## src/rtl/fetch_sequencer.sv

```systemverilog
// Program counter, saved-address registers and run/halt sequencing for the 9-bit core.
// Drives the instruction ROM address every cycle and handshakes Start/Done with the host.
module fetch_sequencer #(
  parameter int unsigned PC_W       = 10,
  parameter int unsigned START_ADDR = 0,
  parameter int unsigned SPC_OFFSET = 2
) (
  input  logic            Clk,
  input  logic            Reset,
  input  logic            Start,
  input  logic            JumpEqual,
  input  logic            JumpNotEqual,
  input  logic            OffsetEn,
  input  logic [1:0]      PCRegSelect,
  input  logic            Equal,
  input  logic            Ack,
  input  logic            MemWait,
  output logic [PC_W-1:0] ProgCtr,
  output logic            Running,
  output logic            Done
);

  localparam logic [PC_W-1:0] START_PC = PC_W'(START_ADDR);
  localparam logic [PC_W-1:0] SAVE_OFS = PC_W'(SPC_OFFSET);
  localparam logic [PC_W-1:0] ONE      = PC_W'(1);

  typedef enum logic [1:0] {S_IDLE, S_RUN, S_STALL, S_DONE} state_t;

  state_t          state;
  logic [PC_W-1:0] pcreg1, pcreg2, pcreg3;
  logic [PC_W-1:0] target, pc_inc, save_val;
  logic            jump_take, save_en;

  // Both strobes high satisfies one of the two conditions, so it is unconditional.
  always_comb begin
    target = '0;
    case (PCRegSelect)
      2'b01:   target = pcreg1;
      2'b10:   target = pcreg2;
      2'b11:   target = pcreg3;
      default: target = '0;
    endcase
    jump_take = (PCRegSelect != 2'b00) &&
                ((JumpEqual && Equal) || (JumpNotEqual && !Equal));
    save_en   = (PCRegSelect != 2'b00) && !JumpEqual && !JumpNotEqual;
    pc_inc    = ProgCtr + ONE;
    save_val  = ProgCtr + (OffsetEn ? SAVE_OFS : ONE);
  end

  always_ff @(posedge Clk or negedge Reset) begin
    if (!Reset) begin
      state   <= S_IDLE;
      ProgCtr <= START_PC;
      pcreg1  <= '0;
      pcreg2  <= '0;
      pcreg3  <= '0;
      Running <= 1'b0;
      Done    <= 1'b0;
    end else begin
      case (state)
        S_IDLE: begin
          if (Start) begin
            state   <= S_RUN;
            ProgCtr <= START_PC;
            Running <= 1'b1;
          end
        end
        S_RUN: begin
          if (MemWait) begin
            state <= S_STALL;
          end else if (Ack) begin
            state   <= S_DONE;
            Running <= 1'b0;
            Done    <= 1'b1;
          end else if (jump_take) begin
            ProgCtr <= target;
          end else begin
            if (save_en) begin
              case (PCRegSelect)
                2'b01:   pcreg1 <= save_val;
                2'b10:   pcreg2 <= save_val;
                default: pcreg3 <= save_val;
              endcase
            end
            ProgCtr <= pc_inc;
          end
        end
        S_STALL: begin
          if (!MemWait) state <= S_RUN;
        end
        S_DONE: begin
          if (Start) begin
            state   <= S_RUN;
            ProgCtr <= START_PC;
            Running <= 1'b1;
            Done    <= 1'b0;
          end
        end
        default: begin
          state   <= S_IDLE;
          Running <= 1'b0;
          Done    <= 1'b0;
        end
      endcase
    end
  end

endmodule

```

## config.mk

```make
export PLATFORM = sky130hd
export DESIGN_NAME = fetch_sequencer
export DESIGN_NICKNAME = d
export VERILOG_FILES = /design/src/rtl/fetch_sequencer.sv
export SDC_FILE = /design/constraint.sdc
export NUM_CORES = 1
export LEC_CHECK = 0
export ABC_CLOCK_PERIOD_IN_PS = 2150
export CORE_MARGIN = 2
export CORE_UTILIZATION = 49
export DETAILED_ROUTE_END_ITERATION = 10
export PLACE_DENSITY = 0.7
export REMOVE_ABC_BUFFERS = 1
export SLEW_MARGIN = 40
export SYNTH_ARGS = -nofsm -noshare
export SYNTH_HDL_FRONTEND = slang
export SYNTH_SLANG_ARGS = --single-unit
```

## constraint.sdc

```tcl
create_clock -name Clk -period 2.15 [get_ports Clk]
set_input_delay 0.3225 -clock Clk [delete_from_list [all_inputs] [get_ports Clk]]
set_output_delay 0.3225 -clock Clk [all_outputs]
set_load 0.005 [all_outputs]
```

==> key figures, run 1 <==
Clock tree
  • CTS Buffer Depth: 2
  • Setup Buffers After CTS: 0
  • CTS Buf Count: 5
  • CTS clk-pin slew, worst paths: 0.08 ns
  • H-Tree Depth: 2
  • Post-CTS Hold Fix Bufs: 0
  • Sink Count: 44
  • Worst-Skew Late Latency: 0.30 ns
  • Post-CTS Resized: 0
  • CTS tree: built
  • Root Buffer Master: clkbuf_8

Yosys
  • Ys flop type: dfrtp_1
  • Share of the synthesized area in the top cell type: 0.462
  • Largest cells by area after synthesis: dfrtp_1 (46%), o21ai_0 (6.3%), ha_1 (5.3%)
  • Post-synth EDFFs: 0
  • Area leader, netlist: dfrtp_1
  • Count of cell types in the netlist: 34
  • Synthesized area per cell: 9.80 sq um
  • Netlist Area Pre-Place: 0.00238 sq mm
  • Seq cells post-synth: 44
  • Syn Inst Count: 243
  • Register area share after synthesis: 0.462
  • YS warnings: 0
  • Ys async rst share: 1.00

Setup path
  • Crit path capture type: register
  • Setup crit start: OffsetEn
  • CP max FO: 4
  • Flop2flop setup slack: 0.22 ns
  • RR Endpoint: ProgCtr[5]
  • Worst EP arrival: 2.17 ns
  • R2R depth: 6
  • RR Startpoint: state[1]
  • WS Path Type: in -> reg
  • Critical path required time: 2.32 ns
  • Crit path launch type: input port

Route
  • Routed Antenna Nets: 0
  • Drt wl/cell: 16.8 um
  • Vias: 1,990
  • Initial DRC count: 217
  • Vias per cell: 5.98
  • WL final: 5580 um
  • Drt pass-1 iters: 5
  • DRC Markers: 0

Final layout
  • Share of cells above drive strength 1: 0.147
  • Fin cells: 333
  • Ant diodes: 0
  • Final design utilization: 0.611
  • Cell area after layout: 0.00287 sq mm
  • Final Net Count: 300
  • Area delta synth->final: 20.4%

Power and ir drop
  • Power per cell area: 922 mW/mm^2
  • Leakage power: 1.21 nW
  • VDD IR max: 0.000621 V
  • Power Total: 2.64 mW

Worst hold path
  • Worst min-delay path class: in -> async

STA
  • RSZ-0062 raised after global routing: no
  • Fin. max-slew vios: 0
  • Achievable Freq: 502 MHz
  • Setup ws final: 0.159 ns
  • Fin crit share: 0.926
  • Final min period: 1.99 ns
  • Clock skew: 0.00517 ns
  • Worst-case headroom to the max-slew limit: 0.519
  • Final hold violations: 0
  • Hold_ws: 0.0701 ns
  • Worst-Margin Slew: 0.722 ns
  • Setup Viol. Count Final: 0
  • Setup TNS: 0 ns

Job
  • Maximum capacitance violations: 0

Floorplanning
  • Die Area: 0.00544 sq mm
  • Core area: 0.00469 sq mm
  • Chip Height: 73.7 um
  • Rows: 25
  • Die Wd: 73.7 um
  • Initial Util: 0.508
  • Boundary Pins: 23

GRT
  • Initial antenna violation count: 0
  • First-pass GRT wire length: 9230 um
  • Global Route Usage Sum: 0.225
  • Pin count of the biggest net entering global routing: 33
  • Vias in the first global route: 1,909
  • Total grt overflow: 0

Placed design
  • Hpwl dp: 4060 um
  • PortBufs: 22
  • Dpl cell area: 0.00275 sq mm
  • Placed Instances: 325
  • Routability cong.: 0.923
  • Post-Place Worst Slack: -0.143 ns

Status
  • Status: finished, final reports clean
-- worst max-delay path by stage --
stage,slack (ns),endpoint
2_1_floorplan,0.20,pcreg3[0]
3_3_place_gp,-0.10,pcreg3[6]
3_5_place_dp,-0.14,pcreg1[8]
4_1_cts,0.17,pcreg1[8]
5_1_grt,0.01,pcreg1[8]
6_report,0.16,pcreg1[6]
-- flip-flops by register name, indices dropped and copies added (netlist names) --
signal   cells
ProgCtr     10
Done         1
Running      1
pcreg2      10
state        2
pcreg1      10
pcreg3      10
-- cells by family after synthesis --
| family | Yosys count | share of synthesized area |
|---|---|---|
| simple gates | 71 | 0.157 |
| compound gates | 77 | 0.209 |
| fa+ha+maj | 11 | 0.0609 |
| flops | 44 | 0.462 |
| buf+inv | 23 | 0.0410 |
| mux | 9 | 0.0410 |
| xor+xnor | 8 | 0.0294 |
-- cell usage after synthesis, drive strengths merged, types with 2 or more instances --
cell type	number
a22o	5
a31oi	2
nor4b	2
o32ai	2
o21ai	30
nor2	18
nand2	22
nand4	2
inv	10
nor3	11
xnor2	8
mux2i	3
clkbuf	10
buf	3
a21oi	20
dfrtp	44
a222oi	10
ha	10
or2	2
o22ai	3
nand3	5
o2bb2ai	4
nor2b	4
mux2	6
-- layout make-up --
type	instances	area, sq um
Tap cell	54	67.6
Sequential cell	44	1100
Clock buffer	6	82.6
Fill cell	406	1820
Inverter	10	37.5
Multi-Input combinational cell	176	1180
Timing Repair Buffer	41	358
Clock inverter	2	38.8
-- critical path, stage by stage --
cell and delay [ns]:
clkdlybuf4s50_1 0.42, inv_1 0.10, ha_1 0.20, inv_1 0.07, fa_1 0.46, nor3_1 0.27, xnor2_1 0.20, o21ai_0 0.13
-- layout by cell type, fill, tap and decap left out, types with 6 or more instances in the layout --
cell type        instances
mux2_2                   6
nor2_1                  18
nor3_1                  11
inv_1                   10
a222oi_1                10
buf_4                   19
o21ai_0                 30
ha_1                    10
dfrtp_1                 44
xnor2_1                  8
clkbuf_8                 6
clkdlybuf4s50_1         21
nand2_1                 22
a21oi_1                 19
-- power by group --
group          internal (mW)  leakage [nW]  switching [mW]
Clock                  0.380        0.0614           0.288
Combinational          0.416         0.561           0.439
Sequential             0.991         0.586           0.130
Total                   1.79          1.21           0.858
-- per-layer routing --
metal	GRT usage	wire [um]	up-vias
met5	0	0	-
met4	0.0768	99	0
met3	0.0480	345	8
met2	0.335	2570	66
met1	0.325	2570	957
li1	-	-	959
Note: power is estimated with default switching activity, not from simulation.
==> run 2, diff against run 1 <==
Settings changed: REMOVE_ABC_BUFFERS 1 to not set.
==> run 2 against run 1 <==
  * Via count rose by 2.3%
  * Global-route usage decreased by 0.37 points
  * Critical path depth did not move
  * Cell count up 1.5%
  * Sequential share of layout area fell by 0.41 points
  * Highest routed layer unchanged
==> key figures, run 2 (same netlist as run 1, synthesis figures left out) <==
GRT
  • Pin count of the biggest net entering global routing: 45 (was 33)
  • Vias in the first global route: 1,861 (was 1,909)
  • First-pass GRT wire length: 9140 um (was 9230 um)
  • Initial antenna violation count: 0 (unchanged)
  • Global Route Usage Sum: 0.221 (was 0.225)
  • Total grt overflow: 0 (unchanged)

Final layout
  • Share of cells above drive strength 1: 0.162 (was 0.147)
  • Fin cells: 338 (was 333)
  • Final Net Count: 305 (was 300)
  • Commonest non-fill, non-tap cell in the layout: dfrtp_1 (unchanged)
  • Area delta synth->final: 21.7% (was 20.4%)
  • Commonest cells after routing, fill and taps aside: dfrtp_1 (44), o21ai_0 (30), buf_4 (24), nand2_1 (22), clkdlybuf4s50_1 (21) (was dfrtp_1 (44), o21ai_0 (30), nand2_1 (22), clkdlybuf4s50_1 (21))
  • Ant diodes: 0 (unchanged)

Floorplanning
  • Die Area: 0.00544 sq mm (unchanged)
  • Boundary Pins: 23 (unchanged)
  • Die Wd: 73.7 um (unchanged)
  • Rows: 25 (unchanged)
  • Chip Height: 73.7 um (unchanged)
  • Core area: 0.00469 sq mm (unchanged)
  • Initial Util: 0.508 (unchanged)

Clock tree
  • Setup Buffers After CTS: 0 (unchanged)
  • Sink Count: 44 (unchanged)
  • Worst-Skew Late Latency: 0.30 ns (about the same)
  • CTS Buf Count: 5 (unchanged)
  • H-Tree Depth: 2 (unchanged)
  • CTS clk-pin slew, worst paths: 0.08 ns (about the same)
  • CTS tree: built (unchanged)
  • Post-CTS Resized: 0 (unchanged)
  • Post-CTS Hold Fix Bufs: 0 (unchanged)
  • Root Buffer Master: clkbuf_8 (unchanged)
  • CTS Buffer Depth: 2 (unchanged)

Setup path
  • CP top delay family: adder cells (unchanged)
  • Critical path required time: 2.32 ns (about the same)
  • Cell mode on critical path: inv_1 (unchanged)
  • Worst-path cell chain: clkdlybuf4s50_1, inv_1, ha_1, inv_1, fa_1, nor3_1, xnor2_1, o21ai_0 (unchanged)
  • Worst EP arrival: 2.13 ns (was 2.17 ns)
  • CP max FO: 4 (unchanged)
  • Worst Path Buf+Inv: 3 (unchanged)
  • Crit path launch type: input port (unchanged)
  • WS Path Type: in -> reg (unchanged)
  • Crit path capture type: register (unchanged)
  • Crit-path slowest cell: fa_1 (unchanged)
  • Crit path largest cell delay: 0.45 ns (was 0.46 ns)

Power and ir drop
  • Clock network power share: 0.244 (was 0.253)
  • Cell internal pwr: 1.76 mW (was 1.79 mW)
  • Sw frac: 0.334 (was 0.324)
  • Gate power share: 0.331 (was 0.323)
  • Leakage power: 1.22 nW (was 1.21 nW)
  • VDD IR max: 0.000468 V (was 0.000621 V)
  • Power per cell area: 914 mW/mm^2 (was 922 mW/mm^2)
  • Sw Pwr: 886 uW (was 858 uW)
  • Register share of total power: 0.426 (was 0.424)

STA
  • RSZ-0062 raised after global routing: no (unchanged)
  • Fin crit share: 0.915 (was 0.926)
  • Final min period: 1.97 ns (was 1.99 ns)
  • Fin. max-slew vios: 0 (unchanged)
  • Setup Viol. Count Final: 0 (unchanged)
  • Final hold violations: 0 (unchanged)
  • Setup TNS: 0 ns (unchanged)
  • Achievable Freq: 508 MHz (was 502 MHz)
  • Worst-case headroom to the max-slew limit: 0.630 (was 0.519)
  • Worst-Margin Slew: 0.554 ns (was 0.722 ns)
  • Clock skew: 0.00744 ns (was 0.00517 ns)

Placed design
  • Hpwl dp: 3900 um (was 4060 um)
  • Placed Instances: 330 (was 325)
  • Routability cong.: 0.877 (was 0.923)
  • PortBufs: 22 (unchanged)

Route
  • Vias per cell: 6.02 (was 5.98)
  • Vias: 2,035 (was 1,990)
  • Initial DRC count: 163 (was 217)
  • DRC Markers: 0 (unchanged)
  • Drt wl/cell: 16.2 um (was 16.8 um)
  • WL final: 5470 um (was 5580 um)
  • Drt pass-1 iters: 5 (unchanged)
  • Routed Antenna Nets: 0 (unchanged)

Worst hold path
  • Worst min-delay path class: in -> async (unchanged)

Yosys
  • Syn nets: 265

Job
  • Maximum capacitance violations: 0 (unchanged)

Status
  • Status: finished, final reports clean (unchanged)
## run 2: changes by cell type in the layout (fill, tap and decap cells not counted)
cell,before,now
inv_6,0,1
clkinv_4,1,0
clkinvlp_4,0,1
clkbuf_8,6,5
buf_4,19,24
## run 2: cell type report
type | instances | area (sq um)
clock buffers | 5 | 68.8
clock inverters | 3 | 46.3
fillers | 408 | 1790
inverters | 10 | 37.5
multi-input cells | 176 | 1180
flip-flops and latches | 44 | 1100
well taps | 54 | 67.6
repair buffers | 46 | 395
## run 2: worst register-to-register path, cell delays in order, from the launching register on
cell and delay, ns:
dfrtp_1 0.43, ha_1 0.20, inv_1 0.05, fa_1 0.46, nor3_1 0.26, xnor2_1 0.21
o21ai_0 0.15
## run 2: worst paths after layout
path                                  from   endpoint  slack, ns  depth (start not counted)
worst max-delay path              OffsetEn  pcreg1[6]       0.18                          8
worst min-delay path                 Reset       Done       0.08                          2
worst max register to register  ProgCtr[0]  pcreg1[6]       0.27                          6
worst min register to register   pcreg1[1]  pcreg1[1]       0.49                          2
max in group asynchronous            Reset  pcreg2[2]       1.67                          2
min in group Clk                 pcreg1[1]  pcreg1[1]       0.49                          2
## run 2: metal layers
layer,wire (um),track usage
met1,2520,0.317
met2,2590,0.332
met3,295,0.0384
met4,57,0.0889
met5,0,0
## run 2: stage by stage
stage | hold slack, ns | instance area [sq um] | power (mW) | setup WS (ns) | util
2_1_floorplan | 0.0269 | 2380 | 1.67 | 0.358 | -
3_3_place_gp | 0.440 | 2790 | 1.99 | -0.0706 | 0.594
3_5_place_dp | 0.435 | 2790 | 2.01 | -0.120 | 0.594
4_1_cts | 0.106 | 2900 | 2.67 | 0.184 | 0.618
5_1_grt | 0.136 | 2900 | 2.83 | 0.0297 | 0.618
6_report | 0.0837 | 2900 | 2.65 | 0.182 | 0.618
## run 2: power by group through the flow
stage / combinational, mW / clock (mW) / sequential [mW]
5_1_grt: 0.985 / 0.704 / 1.14
2_1_floorplan: 0.571 / 0 / 1.10
3_3_place_gp: 0.854 / 0 / 1.13
3_5_place_dp: 0.866 / 0 / 1.14
4_1_cts: 0.872 / 0.669 / 1.12
6_report: 0.876 / 0.646 / 1.13
